## config.mk

```make
export PLATFORM = sky130hd
export DESIGN_NAME = tank_status
export DESIGN_NICKNAME = d
export VERILOG_FILES = /design/src/rtl/tank_status.sv
export SDC_FILE = /design/constraint.sdc
export NUM_CORES = 1
export LEC_CHECK = 0
export CORE_MARGIN = 5
export CORE_UTILIZATION = 40
export DETAILED_ROUTE_END_ITERATION = 16
export MAX_ROUTING_LAYER = met4
export PLACE_DENSITY = 0.77
export SLEW_MARGIN = 0
export SYNTH_ARGS = -nofsm -noshare
export SYNTH_HDL_FRONTEND = slang
export SYNTH_SLANG_ARGS = --single-unit
```

## constraint.sdc

```tcl
create_clock -name frame_clk -period 6.8 [get_ports frame_clk]
set_clock_uncertainty 0.1 [all_clocks]
set_input_delay 0.68 -clock frame_clk [delete_from_list [all_inputs] [get_ports frame_clk]]
set_output_delay 0.68 -clock frame_clk [all_outputs]
set_load 0.01 [all_outputs]
```

## src/rtl/tank_status.sv

```systemverilog
// Per-frame tank status collector: ammo, position, health/life-cycle and kill score
// for up to TANK_NUM tanks, with respawn countdown and post-respawn invulnerability.
module tank_status #(
    parameter int unsigned TANK_NUM       = 2,
    parameter int unsigned BULLET_NUM     = 8,
    parameter int unsigned INIT_HEALTH    = 5,
    parameter int unsigned HEALTH_W       = 4,
    parameter int unsigned RESPAWN_FRAMES = 60,
    parameter int unsigned INVULN_FRAMES  = 30,
    parameter int unsigned X_W            = 10,
    parameter int unsigned Y_W            = 10
) (
    input  logic                                  frame_clk,
    input  logic                                  Reset_n,
    input  logic                                  game_start,
    input  logic [TANK_NUM*BULLET_NUM-1:0]        bullet_active,
    input  logic [TANK_NUM*X_W-1:0]               tank_x,
    input  logic [TANK_NUM*Y_W-1:0]               tank_y,
    input  logic [TANK_NUM*BULLET_NUM*TANK_NUM-1:0] hit,
    output logic [32*TANK_NUM-1:0]                bullet_num_reg,
    output logic [32*TANK_NUM-1:0]                tank_pos_reg,
    output logic [32*TANK_NUM-1:0]                health_reg,
    output logic [32*TANK_NUM-1:0]                score_reg,
    output logic [TANK_NUM-1:0]                   kill_pulse
);

    localparam int unsigned NB    = TANK_NUM * BULLET_NUM;
    localparam int unsigned CNT_W = $clog2(NB + 1);
    localparam int unsigned HA_W  = (CNT_W > HEALTH_W) ? CNT_W : HEALTH_W;
    localparam int unsigned CR_W  = $clog2(TANK_NUM + 1);

    typedef enum logic [1:0] {
        ST_ALIVE  = 2'd0,
        ST_INVULN = 2'd1,
        ST_DEAD   = 2'd2
    } tank_state_e;

    tank_state_e       state_q  [TANK_NUM];
    tank_state_e       state_d  [TANK_NUM];
    logic [HA_W-1:0]   health_q [TANK_NUM];
    logic [HA_W-1:0]   health_d [TANK_NUM];
    logic [15:0]       timer_q  [TANK_NUM];
    logic [15:0]       timer_d  [TANK_NUM];
    logic [31:0]       score_q  [TANK_NUM];
    logic [31:0]       score_d  [TANK_NUM];
    logic [CNT_W-1:0]  free_q   [TANK_NUM];
    logic [CNT_W-1:0]  free_d   [TANK_NUM];
    logic [X_W-1:0]    x_q      [TANK_NUM];
    logic [Y_W-1:0]    y_q      [TANK_NUM];
    logic [TANK_NUM-1:0] alive_q;
    logic [TANK_NUM-1:0] alive_d;
    logic [TANK_NUM-1:0] pulse_q;
    logic [TANK_NUM-1:0] pulse_d;

    logic [CNT_W-1:0]  eff      [TANK_NUM];
    logic [TANK_NUM-1:0] dies;
    logic [CR_W-1:0]   credits  [TANK_NUM];
    logic [32:0]       score_sum;

    // Hit accounting: effective hits exclude self-hits; a shooter earns one credit per victim it hit
    always_comb begin
        for (int unsigned k = 0; k < TANK_NUM; k++) begin
            eff[k]     = '0;
            credits[k] = '0;
        end
        dies = '0;
        for (int unsigned k = 0; k < TANK_NUM; k++) begin
            for (int unsigned i = 0; i < NB; i++) begin
                if ((i / BULLET_NUM) != k)
                    eff[k] = eff[k] + CNT_W'(hit[i*TANK_NUM + k]);
            end
            dies[k] = (state_q[k] == ST_ALIVE) && (eff[k] != '0)
                      && (HA_W'(eff[k]) >= health_q[k]);
        end
        for (int unsigned s = 0; s < TANK_NUM; s++) begin
            for (int unsigned k = 0; k < TANK_NUM; k++) begin
                if (k != s && dies[k]) begin
                    for (int unsigned b = 0; b < BULLET_NUM; b++) begin
                        if (hit[(s*BULLET_NUM + b)*TANK_NUM + k]) begin
                            credits[s] = credits[s] + CR_W'(1);
                            break;
                        end
                    end
                end
            end
        end
    end

    always_comb begin
        score_sum = '0;
        for (int unsigned t = 0; t < TANK_NUM; t++) begin
            state_d[t]  = state_q[t];
            health_d[t] = health_q[t];
            timer_d[t]  = timer_q[t];
            pulse_d[t]  = 1'b0;
            unique case (state_q[t])
                ST_ALIVE: begin
                    if (dies[t]) begin
                        state_d[t]  = ST_DEAD;
                        health_d[t] = '0;
                        timer_d[t]  = 16'(RESPAWN_FRAMES);
                        pulse_d[t]  = 1'b1;
                    end else begin
                        health_d[t] = health_q[t] - HA_W'(eff[t]);
                    end
                end
                ST_DEAD: begin
                    if (timer_q[t] == 16'd1) begin
                        health_d[t] = HA_W'(INIT_HEALTH);
                        if (INVULN_FRAMES == 0) begin
                            state_d[t] = ST_ALIVE;
                            timer_d[t] = '0;
                        end else begin
                            state_d[t] = ST_INVULN;
                            timer_d[t] = 16'(INVULN_FRAMES);
                        end
                    end else begin
                        timer_d[t] = timer_q[t] - 16'd1;
                    end
                end
                ST_INVULN: begin
                    if (timer_q[t] == 16'd1) begin
                        state_d[t] = ST_ALIVE;
                        timer_d[t] = '0;
                    end else begin
                        timer_d[t] = timer_q[t] - 16'd1;
                    end
                end
                default: begin
                    state_d[t] = ST_ALIVE;
                    timer_d[t] = '0;
                end
            endcase
            alive_d[t] = (state_d[t] != ST_DEAD);

            score_sum  = {1'b0, score_q[t]} + 33'(credits[t]);
            score_d[t] = score_sum[32] ? '1 : score_sum[31:0];

            free_d[t] = CNT_W'(BULLET_NUM) - CNT_W'($countones(bullet_active[t*BULLET_NUM +: BULLET_NUM]));
        end
    end

    // game_start shares the reset path; Reset_n only adds priority, the loaded values are identical
    always_ff @(posedge frame_clk) begin
        for (int unsigned t = 0; t < TANK_NUM; t++) begin
            if (!Reset_n || game_start) begin
                state_q[t]  <= ST_ALIVE;
                health_q[t] <= HA_W'(INIT_HEALTH);
                timer_q[t]  <= '0;
                score_q[t]  <= '0;
                free_q[t]   <= CNT_W'(BULLET_NUM);
                x_q[t]      <= '0;
                y_q[t]      <= '0;
                alive_q[t]  <= 1'b0;
                pulse_q[t]  <= 1'b0;
            end else begin
                state_q[t]  <= state_d[t];
                health_q[t] <= health_d[t];
                timer_q[t]  <= timer_d[t];
                score_q[t]  <= score_d[t];
                free_q[t]   <= free_d[t];
                x_q[t]      <= tank_x[t*X_W +: X_W];
                y_q[t]      <= tank_y[t*Y_W +: Y_W];
                alive_q[t]  <= alive_d[t];
                pulse_q[t]  <= pulse_d[t];
            end
        end
    end

    always_comb begin
        logic [31:0] pos_w;
        logic [31:0] hlt_w;
        bullet_num_reg = '0;
        tank_pos_reg   = '0;
        health_reg     = '0;
        score_reg      = '0;
        for (int unsigned t = 0; t < TANK_NUM; t++) begin
            pos_w                   = '0;
            pos_w[0]                = alive_q[t];
            pos_w[X_W:1]            = x_q[t];
            pos_w[X_W+Y_W:X_W+1]    = y_q[t];
            hlt_w                   = '0;
            hlt_w[HEALTH_W-1:0]     = health_q[t][HEALTH_W-1:0];
            hlt_w[9:8]              = state_q[t];
            hlt_w[31:16]            = timer_q[t];
            bullet_num_reg[t*32 +: 32] = 32'(free_q[t]);
            tank_pos_reg[t*32 +: 32]   = pos_w;
            health_reg[t*32 +: 32]     = hlt_w;
            score_reg[t*32 +: 32]      = score_q[t];
        end
    end

    assign kill_pulse = pulse_q;

endmodule

```

# ---- Word level (Yosys, flattened, before mapping)
# Memory sizes are Yosys's and may differ from the RTL's.
# Cells that the tools add are included.
dict set report word_totals {
  in_bits 91
  reg_bits 4
  memories 7
  output_inout_bits 258
  mem_bits_rw 160
}
# memory words width rd rd_clocked_by_memory_dff write_ports line_no
set memory_table {}
lappend memory_table {score_q 2 32 2 0 2 44} ;# logic [31:0] score_q [TANK_NUM];
lappend memory_table {timer_q 2 16 2 0 2 42} ;# logic [15:0] timer_q [TANK_NUM];
lappend memory_table {x_q 2 10 2 0 2 48} ;# logic [X_W-1:0] x_q [TANK_NUM];
lappend memory_table {y_q 2 10 2 0 2 49} ;# logic [Y_W-1:0] y_q [TANK_NUM];
lappend memory_table {free_q 2 5 2 0 2 46} ;# logic [CNT_W-1:0] free_q [TANK_NUM];
lappend memory_table {health_q 2 5 2 0 2 40} ;# logic [HA_W-1:0] health_q [TANK_NUM];
lappend memory_table {{1 more memories} -- -- -- -- -- --}
dict set report classes {
  n_addsub 50
  reduce_logical 12
  n_eq_ne 8
  magnitude_cmp 2
  n_bitwise 16
  mux 201
}
# op count
set ops {}
lappend ops {{2-to-1 mux 2 bit} 94}
lappend ops {{2-to-1 mux 16 bit} 8}
lappend ops {{2-to-1 mux 32 bit} 4}
lappend ops {{case mux 16 bit (3 select lines)} 2}
lappend ops {{2-to-1 mux 1 bit} 77}
lappend ops {{adder 32 x 2 -> 33 bit} 2}
lappend ops {{2-to-1 mux 10 bit} 4}
lappend ops {{2-to-1 mux 5 bit} 8}
lappend ops {{== test 16 x 1 -> 1 bit, second input constant} 2}
lappend ops {{subtractor 16 x 1 -> 16 bit, second input constant} 2}
lappend ops {{adder 5 x 1 -> 5 bit} 6}
lappend ops {{adder 2 x 1 -> 2 bit, second input constant} 14}
lappend ops {{adder 1 x 1 -> 2 bit} 10}
lappend ops {{case mux 5 bit (2 select lines)} 2}
lappend ops {{bitwise OR 1 bit} 14}
lappend ops {{adder 2 x 2 -> 3 bit} 4}
lappend ops {{case mux 2 bit (3 select lines)} 2}
lappend ops {{adder 4 x 1 -> 5 bit} 2}
lappend ops {{greater-or-equal comparator 5 bit} 2}
lappend ops {{nonzero test 5 bit} 2}
lappend ops {{subtractor 4 x 4 -> 5 bit, first input constant} 2}
lappend ops {{subtractor 5 bit} 2}
lappend ops {{adder 3 x 1 -> 4 bit} 2}
lappend ops {{adder 3 x 3 -> 4 bit} 2}
lappend ops {{10 further kinds} 20}

# ---- Depth between registers and ports, before layout
# Gate-level depths: netlist (run 1).
dict set report depth {
  ltp_word 63
  mapped_depth 25
  ltp_nobuf 23
}

# ---- Worst setup path after synthesis (run 1)
# Ideal clock, no wire load.
dict set report synth_timing {
  kind {input to register}
  startpoint {input hit[16]}
  endpoint {memory score_q[1][27]}
  t_arrival_ps 6404
  setup_slack_ps 218
  stages 23
  path_buffers 2
  cell_sequence {fa_1 > inv_1 > fa_1 > fa_1 > inv_1 > ha_1 > fa_1 > inv_1 > ha_1 > nor2b_1 > a2111o_1 > and3_1 > nor2_1 > o211ai_1 > fa_1 > nand4b_1 > nor4_2 > and4_1 > buf_2 > nand2b_1 > clkbuf_1 > and4_1 > nor3_1}
}
# item line_no
set synth_rtl {}
lappend synth_rtl {{start: declaration} 19} ;# input logic [TANK_NUM*BULLET_NUM*TANK_NUM-1:0] hit,
lappend synth_rtl {{end: declaration} 44}

==> impl_metrics.py, run 1 <==
metrics = {
    "floorplan": {
        "die_y_um": 160,
        "start_util": 0.403,
        "die_area_um2": 25700,
        "die_w_um": 160,
        "io_pins": 349,
        "rows": 55,
        "core_area_um2": 22400,
    },
    "sta": {
        "worst_pin_slew_ps": 1010,
        "setup_ws_ps": 355,
        "maxSlewViolCount": 0,
        "rsz0062_at_grt": "false",
        "setup_viol": 0,
        "clock.fmax_mhz": 155,
        "period_needed_ps": 6440,
        "relSlewSlack": 0.328,
        "period_share": 0.948,
        "hold_viol": 0,
    },
    "power": {
        "powerDensity_nw_per_um2": 374,
        "vdd_ir_drop_max_mv": 0.175,
        "leakagePower_nw": 4.91,
    },
    "final_layout": {
        "area_growth_pct": 33.0,
        "multi_input_area_um2": 4950,
        "final_util": 0.535,
        "antennaDiodeCount": 0,
        "finalNetCount": 1406,
        "most-common-layout-cells": "236 x clkdlybuf4s50_1, 164 x dfxtp_1, 99 x a21oi_1, 96 x conb_1, 66 x inv_1",
        "drive_gt1_frac": 0.0602,
        "layout_commonest_cell": "clkdlybuf4s50_1",
        "ff_latch_area_um2": 3280,
        "nFillCells": 2057,
    },
    "clock_tree": {
        "clock-sinks": 164,
        "numCtsBuffers": 17,
        "insertion_delay_ps": 430,
        "h-tree-depth": 4,
        "cts_tree": "done",
        "root_buffer": "clkbuf_16",
        "clk_pin_slew_ps": 70,
        "cts_buffer_depth": 2,
    },
    "global_routing": {
        "track_usage": 0.177,
        "grt_pass1_vias": 7308,
        "grt_antenna_before_repair": 0,
        "grt_max_degree": 84,
        "overflow": 0,
        "grt_pass1_wl_um": 36900,
    },
    "synth": {
        "synth.distinct_cells": 68,
        "syn_area_per_cell_um2": 8.95,
        "synthTopCellsByArea": "dfxtp_1 36%, buf_4 8.6%, ha_1 6.1%",
        "ys_seq_area_frac": 0.364,
        "syn_inst": 1009,
        "synth_edf_count": 0,
        "synth_area_um2": 9030,
        "yosysTopAreaCell": "dfxtp_1",
        "synth-seq-cells": 164,
        "synthArstFlopShare": 0,
        "yosys_warnings": 0,
        "synth_top_cell_area_share": 0.364,
        "synth-main-ff-cell": "dfxtp_1",
    },
    "min_path": {
        "min_path_type": "flop to flop",
    },
    "critical_path": {
        "path_cells": "clkdlybuf4s50_1, fa_1, inv_1, fa_1, fa_1, inv_1, ha_1, fa_1, inv_1, ha_1, nor2b_1, a2111o_1, nand3_1, nand2_1, a21oi_1, ha_1, inv_1, fa_1, nand4b_1, nor4_4, and4_1, nand2b_1, buf_12, a21oi_1",
        "worst_ep_arrival_time_ps": 6670,
        "cp_slowest_cell": "fa_1",
        "critPathMaxFanout": 23,
        "path_buf_inv": 6,
        "start_kind": "input pin",
        "cp.required_ps": 7030,
        "end_kind": "flop",
        "critical_path_class": "input pin to flop",
        "cp_common_cell": "fa_1",
        "slowest_delay_ps": 560,
        "path_delay_family": "adder cells",
    },
    "drt": {
        "num_vias": 7620,
        "vias_per_cell": 4.92,
        "antenna_left": 0,
        "drt_pass1_iterations": 4,
        "drt_wl_total_um": 23300,
        "drt_iter0_drc": 319,
        "drc": 0,
        "wl_per_cell_um": 15.1,
    },
    "placed_design": {
        "place.gp.congestion": 0.849,
        "place_ws_ps": -90.0,
        "port_buffers": 236,
        "dp_hpwl_um": 17400,
    },
    "run": {
        "cap_viol_max_count": 0,
    },
    "run_status": {
        "status": "finished clean",
    },
}
-- power by group --
| part | internal (mW) | total (mW) | leakage [nW] | switching (mW) |
|---|---|---|---|---|
| logic | 1.04 | 2.27 | 3.29 | 1.23 |
| registers | 1.11 | 1.27 | 1.33 | 0.163 |
| clock network | 0.550 | 0.953 | 0.284 | 0.403 |
-- path summary, 6_finish.rpt --
| path | start | endpoint | slack, ps | depth (start not counted) |
|---|---|---|---|---|
| setup reg to reg | state_q[1][0] | score_q[0][20] | 2920 | 14 |
| hold / removal | timer_q[0][10] | timer_q[0][10] | 390 | 2 |
| hold reg to reg | timer_q[0][10] | timer_q[0][10] | 390 | 2 |
| setup / recovery | hit[16] | score_q[1][3] | 360 | 24 |
-- cells in the mapped netlist (12+ instances only) --
| cell | n |
|---|---|
| a21oi_1 | 99 |
| and2_1 | 53 |
| and3_1 | 20 |
| buf_4 | 104 |
| clkbuf_1 | 25 |
| dfxtp_1 | 164 |
| fa_1 | 20 |
| ha_1 | 44 |
| inv_1 | 66 |
| nand2_1 | 44 |
| nand3_1 | 32 |
| nand4_1 | 15 |
| nor2_1 | 45 |
| nor3_1 | 16 |
| o21ai_0 | 21 |
| o31ai_1 | 12 |
| or3_1 | 17 |
| or4_1 | 13 |
| xnor2_1 | 28 |
| xor2_1 | 38 |
-- what timing repair did --
| action | 4_1_cts | 5_1_grt |
|---|---|---|
| setup buffers | 0 | 0 |
| gates resized for setup | 0 | 1 |
| hold buffers | 0 | 0 |
| endpoints found under the setup margin | 0 | 2 |
-- layer usage --
| layer | vias up | global-route usage | part of all wire |
|---|---|---|---|
| met4 | 0 | 0.0497 | 0.015 |
| li1 | 3758 | - | - |
| met2 | 216 | 0.300 | 0.50 |
| met3 | 21 | 0.0385 | 0.055 |
| met5 | - | - | 0 |
| met1 | 3625 | 0.214 | 0.43 |
-- registers in the layout, summed over array words and instances (netlist names) --
name        count
health_q       10
y_q            20
free_q         10
state_q         4
kill_pulse      2
timer_q        32
x_q            20
alive_q         2
score_q        64
-- logic make-up after synthesis --
family / after synthesis / synth area share
and+or+nand+nor: 315 / 0.197
buffers and inverters: 203 / 0.130
AOI/OAI and AO/OA: 189 / 0.130
DFF: 164 / 0.364
adders and majority gates: 67 / 0.109
xor gates and xnor gates: 67 / 0.0665
muxes: 3 / 0.00333
other: 1 / 0.000415
-- worst reg2reg max path, delay by kind of cell, from the launching register on --
| kind | cells | cell delay [ps] |
|---|---|---|
| AO/OA/AOI/OAI | 3 | 590 |
| flip-flops | 1 | 430 |
| buffers and inverters | 3 | 430 |
| AND/OR/NAND/NOR | 6 | 1650 |
| adder cells (fa/ha/maj) | 2 | 630 |
-- final cells by class --
| class | instances | share of cell area |
|---|---|---|
| tap | 285 | 0.0297 |
| multi-input combinational | 737 | 0.412 |
| inverter | 66 | 0.0206 |
| sequential | 164 | 0.273 |
| timing repair buffer | 265 | 0.217 |
| clock inverter | 12 | 0.0106 |
| clock buffer | 19 | 0.0369 |
-- stage by stage --
stage | instances | cell area, um2 | setup TNS (ps) | hold WS (ps) | total power [mW]
finish | 1548 | 12000 | 0 | 392 | 4.50
floorplan | 1104 | 9390 | 0 | 350 | 2.82
detailed placement | 1517 | 11400 | -1080 | 378 | 3.54
CTS | 1548 | 12000 | 0 | 389 | 4.52
global route | 1548 | 12000 | 0 | 417 | 4.84
global placement | 1517 | 11400 | -32.1 | 366 | 3.48
Note: power is estimated with default switching activity, not from simulation.
==> inputs of run 2 (changes only) <==
--- a/config.mk
+++ b/config.mk
@@ -5,11 +5,12 @@
 export SDC_FILE = /design/constraint.sdc
 export NUM_CORES = 1
 export LEC_CHECK = 0
-export CORE_MARGIN = 5
-export CORE_UTILIZATION = 40
+export CORE_MARGIN = 2
+export CORE_UTILIZATION = 41
+export CTS_BUF_LIST = sky130_fd_sc_hd__clkbuf_8
 export DETAILED_ROUTE_END_ITERATION = 16
 export MAX_ROUTING_LAYER = met4
-export PLACE_DENSITY = 0.77
+export PLACE_DENSITY = 0.79
 export SLEW_MARGIN = 0
 export SYNTH_ARGS = -nofsm -noshare
 export SYNTH_HDL_FRONTEND = slang
==> run 2 against run 1 <==
Critical path type unchanged. Largest power group unchanged. Worst hold slack better by 9.4 ps. First-iteration DRC count is 31% lower. Largest cell class unchanged. Die area is 9.6% lower.
==> impl_metrics.py, run 2 (same netlist as run 1, synthesis figures left out) <==
metrics = {
    "critical_path": {
        "r2r_cells": 14,
        "cp_slowest_cell": "fa_1",
        "r2r_end": "score_q[0][18]",
        "start_kind": "input pin",
        "critical_path_class": "input pin to flop",
        "crit_start": "hit[16]",
        "cp_common_cell": "fa_1",
        "worst_ep_arrival_time_ps": 6690,
        "critPathMaxFanout": 14,
        "rr_startpoint": "state_q[1][1]",
        "end_kind": "flop",
        "endpoint": "score_q[1][23]",
        "r2r_slack_ps": 2870,
        "slowest_delay_ps": 540,
        "path_cells": "clkdlybuf4s50_1, fa_1, inv_1, fa_1, fa_1, inv_1, ha_1, fa_1, inv_1, ha_1, nor2b_1, a2111o_1, nand3_1, nand2_1, a21oi_1, ha_1, inv_1, fa_1, nand4b_1, nor4_2, and4_1, nand2b_1, buf_4, a31oi_1",
        "cp.required_ps": 7070,
    },
    "clock_tree": {
        "h-tree-depth": 4,
        "insertion_delay_ps": 460,
        "clk_pin_slew_ps": 90,
        "numCtsBuffers": 17,
        "ctsHoldBuffers": 0,
        "cts_tree": "done",
        "clock-sinks": 164,
        "cts_buffer_depth": 2,
        "root_buffer": "clkbuf_8",
    },
    "power": {
        "powerDensity_nw_per_um2": 366,
        "leakagePower_nw": 4.84,
        "vdd_ir_drop_max_mv": 0.291,
    },
    "final_layout": {
        "most-common-layout-cells": "236 x clkdlybuf4s50_1, 164 x dfxtp_1, 99 x a21oi_1, 96 x conb_1, 66 x inv_1",
        "nFillCells": 1954,
        "largest_reg_flops": 64,
        "final_util": 0.548,
        "drive_gt1_frac": 0.0625,
        "finalNetCount": 1406,
        "antennaDiodeCount": 0,
        "max_flop_register": "score_q",
        "area_growth_pct": 31.7,
        "reg_top3": "score_q (64), timer_q (32)",
        "layout_commonest_cell": "clkdlybuf4s50_1",
    },
    "placed_design": {
        "dp_hpwl_um": 16600,
        "place_ws_ps": -103,
        "place.gp.congestion": 0.901,
        "port_buffers": 236,
    },
    "drt": {
        "drt_wl_total_um": 22200,
        "antenna_left": 0,
        "wl_per_cell_um": 14.4,
        "drt_pass1_iterations": 4,
        "vias_per_cell": 4.95,
        "drt_iter0_drc": 220,
        "num_vias": 7638,
        "drc": 0,
    },
    "sta": {
        "setup_ws_ps": 382,
        "hold_viol": 0,
        "maxSlewViolCount": 0,
        "worst_pin_slew_ps": 994,
        "relSlewSlack": 0.338,
        "period_share": 0.944,
        "clock.fmax_mhz": 156,
        "setup_viol": 0,
        "rsz0062_at_grt": "false",
        "period_needed_ps": 6420,
    },
    "global_routing": {
        "track_usage": 0.193,
        "grt_max_degree": 84,
        "grt_pass1_vias": 7294,
        "grt_antenna_before_repair": 1,
        "overflow": 0,
        "grt_pass1_wl_um": 36100,
    },
    "floorplan": {
        "die_area_um2": 23200,
        "rows": 54,
        "die_w_um": 152,
        "start_util": 0.416,
        "core_area_um2": 21700,
        "io_pins": 349,
        "die_y_um": 152,
    },
    "min_path": {
        "min_path_type": "flop to flop",
    },
    "run": {
        "cap_viol_max_count": 0,
    },
    "run_status": {
        "status": "finished clean",
    },
}
==> run 2: report_power, final <==
group          switching, mW  internal [mW]
combinational           1.22           1.03
clock                  0.421          0.420
sequential             0.157           1.11
total                   1.80           2.56
==> run 2: cell type report <==
type,count,area [um2],share of cell area
Multi-Input combinational cell,737,4950,0.416
Sequential cell,164,3280,0.276
Timing Repair Buffer,265,2590,0.218
Tap cell,280,350,0.0295
Inverter,66,248,0.0208
Clock inverter,15,240,0.0202
Clock buffer,17,234,0.0197
==> run 2: stage by stage <==
stage	TNS, ps	power, mW	area (um2)	std cells	hold slack, ps
floorplan	0	2.82	9390	1104	350
global placement	0	3.46	11400	1512	375
detailed placement	-1550	3.51	11400	1512	386
CTS	0	4.37	11900	1544	401
global route	0	4.69	11900	1544	435
finish	0	4.35	11900	1544	401
==> run 2: worst min path at each step <==
stage	startpoint	endpoint	slack (ps)	cells past startpoint
floorplan	health_q[1][4]	health_q[1][4]	350	1
global placement	timer_q[1][9]	timer_q[1][9]	380	2
detailed placement	timer_q[1][15]	timer_q[1][15]	390	2
CTS	timer_q[1][15]	timer_q[1][15]	400	2
global route	health_q[1][4]	health_q[1][4]	440	1
finish	timer_q[1][15]	timer_q[1][15]	400	2
==> run 2: critical path: cells and delay by family <==
kind | cells | cell delay [ps]
buffers and inverters | 6 | 860
AOI/OAI and AO/OA | 3 | 760
adders and majority gates | 8 | 2990
and+or+nand+nor | 7 | 1390
==> run 2: routing by layer <==
layer,part of all wire,up-vias,track usage
met5,0,-,-
met4,0.014,0,0.0547
met3,0.062,18,0.0452
met2,0.50,235,0.324
met1,0.43,3622,0.234
li1,-,3763,-
==> run 2: timing repair <==
| item | CTS | global route |
|---|---|---|
| resized for setup | 0 | 1 |
| endpoints found under the setup margin | 0 | 1 |
| buffers inserted | 0 | 0 |
==> inputs of run 3 (changes only) <==
--- a/config.mk
+++ b/config.mk
@@ -5,8 +5,9 @@
 export SDC_FILE = /design/constraint.sdc
 export NUM_CORES = 1
 export LEC_CHECK = 0
+export ABC_AREA = 1
 export CORE_MARGIN = 2
-export CORE_UTILIZATION = 41
+export CORE_UTILIZATION = 43
 export CTS_BUF_LIST = sky130_fd_sc_hd__clkbuf_8
 export DETAILED_ROUTE_END_ITERATION = 16
 export MAX_ROUTING_LAYER = met4
==> run 3 against run 2 <==
Flip-flop and latch count unchanged. Final area increased by 11%. Largest power group unchanged. Global-route usage increased by 1.8 points. Highest routed layer unchanged.
==> impl_metrics.py, run 3 <==
metrics = {
    "synth": {
        "ys_seq_area_frac": 0.314,
        "synthAdderAreaFrac": 0.0908,
        "synth_xor_area_frac": 0.0402,
        "synth_area_um2": 10500,
        "syn_inst": 1539,
        "post-synth-top-count-cell": "nand2_1",
        "synth_top_cell_area_share": 0.314,
        "synth_top_family_by_area": "simple AND/OR/NAND/NOR gates",
        "synth-main-ff-cell": "dfxtp_1",
        "yosys_warnings": 0,
        "yosysTopAreaCell": "dfxtp_1",
        "synth.distinct_cells": 42,
        "synthTopCellsByArea": "dfxtp_1 31%, nand2_1 11%, inv_1 9.4%",
        "synth_compound_area_frac": 0.0743,
        "yosys.area_share.simple": 0.295,
        "synth_edf_count": 0,
        "synth_commonest_cells": "311 x nand2_1, 261 x inv_1, 194 x nor2_1, 164 x dfxtp_1, 110 x nand3_1",
        "syn_area_per_cell_um2": 6.80,
        "synthArstFlopShare": 0,
        "synth-seq-cells": 164,
        "muxShareOfSynthArea": 0,
    },
    "drt": {
        "num_vias": 9773,
        "dr_wl_met2_um": 13000,
        "routed.top_layer": "met4",
        "vias_per_cell": 4.66,
        "drt-met1-wl_um": 12200,
        "drt_wl_total_um": 26600,
        "drt_pass1_iterations": 5,
        "drc": 0,
        "wl_per_cell_um": 12.7,
        "antenna_left": 0,
        "drt_iter0_drc": 603,
        "wl_met3_um": 1210,
    },
    "critical_path": {
        "critical_path_class": "input pin to flop",
        "slowest_delay_ps": 580,
        "cp_slowest_cell": "fa_1",
        "r2r_cells": 23,
        "rr_startpoint": "health_q[0][1]",
        "start_kind": "input pin",
        "cp.required_ps": 7060,
        "cp_common_cell": "inv_1",
        "end_kind": "flop",
        "path_buf_inv": 8,
        "path_delay_family": "adder cells",
        "r2r_slack_ps": 3360,
        "worst_ep_arrival_time_ps": 6490,
        "r2r_end": "score_q[1][18]",
        "critPathMaxFanout": 5,
    },
    "clock_tree": {
        "ctsHoldBuffers": 0,
        "root_buffer": "clkbuf_8",
        "clock-sinks": 164,
        "h-tree-depth": 4,
        "cts.repair.resized": 0,
        "numCtsBuffers": 17,
        "cts_tree": "done",
        "cts_setup_buffers": 0,
        "insertion_delay_ps": 470,
        "cts_buffer_depth": 2,
        "clk_pin_slew_ps": 100,
    },
    "floorplan": {
        "die_w_um": 160,
        "io_pins": 349,
        "die_area_um2": 25600,
        "rows": 57,
        "start_util": 0.434,
        "core_area_um2": 24100,
        "die_y_um": 160,
    },
    "min_path": {
        "min_path_type": "flop to flop",
        "hold_end": "health_q[1][4]",
        "hold_path_startpoint": "health_q[1][4]",
        "hold_depth": 2,
    },
    "placed_design": {
        "place.gp.congestion": 0.936,
        "place_ws_ps": 76.3,
        "port_buffers": 236,
        "dp_hpwl_um": 20200,
    },
    "final_layout": {
        "most-common-layout-cells": "311 x nand2_1, 260 x inv_1, 236 x clkdlybuf4s50_1, 193 x nor2_1, 164 x dfxtp_1",
        "reg_top3": "score_q (64), timer_q (32)",
        "area_growth_pct": 25.7,
        "finalNetCount": 1915,
        "max_flop_register": "score_q",
        "antennaDiodeCount": 0,
        "largest_reg_flops": 64,
        "layout_commonest_cell": "nand2_1",
        "drive_gt1_frac": 0.0474,
    },
    "sta": {
        "clock.fmax_mhz": 160,
        "setup_tns_ps": 0,
        "worst_pin_slew_ps": 872,
        "period_share": 0.917,
        "setup_viol": 0,
        "hold_viol": 0,
        "relSlewSlack": 0.417,
        "setup_ws_ps": 567,
        "maxSlewViolCount": 0,
        "period_needed_ps": 6230,
        "rsz0062_at_grt": "false",
    },
    "run_status": {
        "status": "finished clean",
    },
    "power": {
        "powerDensity_nw_per_um2": 299,
        "vdd_ir_drop_max_mv": 0.180,
        "leakagePower_nw": 6.18,
    },
    "global_routing": {
        "overflow": 0,
        "grt_antenna_before_repair": 0,
        "grt_pass1_wl_um": 43700,
        "track_usage": 0.211,
        "grt_max_degree": 74,
        "grt_pass1_vias": 9031,
    },
    "run": {
        "cap_viol_max_count": 0,
    },
}
==> run 3: metal layers <==
layer,vias up,global-route usage
li1,5016,-
met1,4453,0.281
met2,292,0.342
met3,12,0.0268
met4,0,0.0565
met5,-,-
==> run 3: worst register-to-register path, delay by kind of cell, from the launching register on <==
kind	cells	cell delay (ps)
AND/OR/NAND/NOR	13	1380
adder cells (fa/ha/maj)	3	960
flip-flops	1	360
buffers and inverters	4	280
AO/OA/AOI/OAI	3	270
==> run 3: worst max-delay path by stage <==
stage                 start             end  slack [ps]  cells past startpoint
finish              hit[16]  score_q[1][18]         570                     32
global route        hit[16]  score_q[1][18]         120                     32
floorplan           hit[16]  score_q[1][18]         950                     32
global placement    hit[16]  score_q[1][18]         210                     32
detailed placement  hit[16]  score_q[1][18]          80                     32
CTS                 hit[16]  score_q[1][18]         570                     32
==> run 3: per-stage QoR <==
stage          area, um2  cells   util  hold WS (ps)  total power, mW
2_1_floorplan      10800   1634      -           358             2.69
3_3_place_gp       12700   2065  0.528           369             3.13
3_5_place_dp       12700   2065  0.528           378             3.19
4_1_cts            13200   2097  0.546           393             3.96
5_1_grt            13200   2097  0.546           415             4.29
6_report           13200   2097  0.546           393             3.94
==> run 3: cell type report <==
| cell class | instances | area (um2) |
|---|---|---|
| Fill cell | 2379 | 11000 |
| Multi-Input combinational cell | 1064 | 5610 |
| Sequential cell | 164 | 3280 |
| Timing Repair Buffer | 245 | 2430 |
| Inverter | 268 | 1010 |
| Tap cell | 324 | 405 |
| Clock buffer | 17 | 234 |
| Clock inverter | 15 | 189 |
==> run 3: cell families after synthesis <==
logic type                 Yosys count
and+or+nand+nor                    716
buffers and inverters              406
DFF                                164
AOI/OAI and AO/OA                  140
adders and majority gates           64
xor gates and xnor gates            48
other                                1
==> run 3: power by group <==
part           internal, mW  switching (mW)  total [mW]
sequential             1.07           0.115        1.19
combinational         0.820            1.18        2.00
clock                 0.290           0.462       0.752
total                  2.18            1.76        3.94
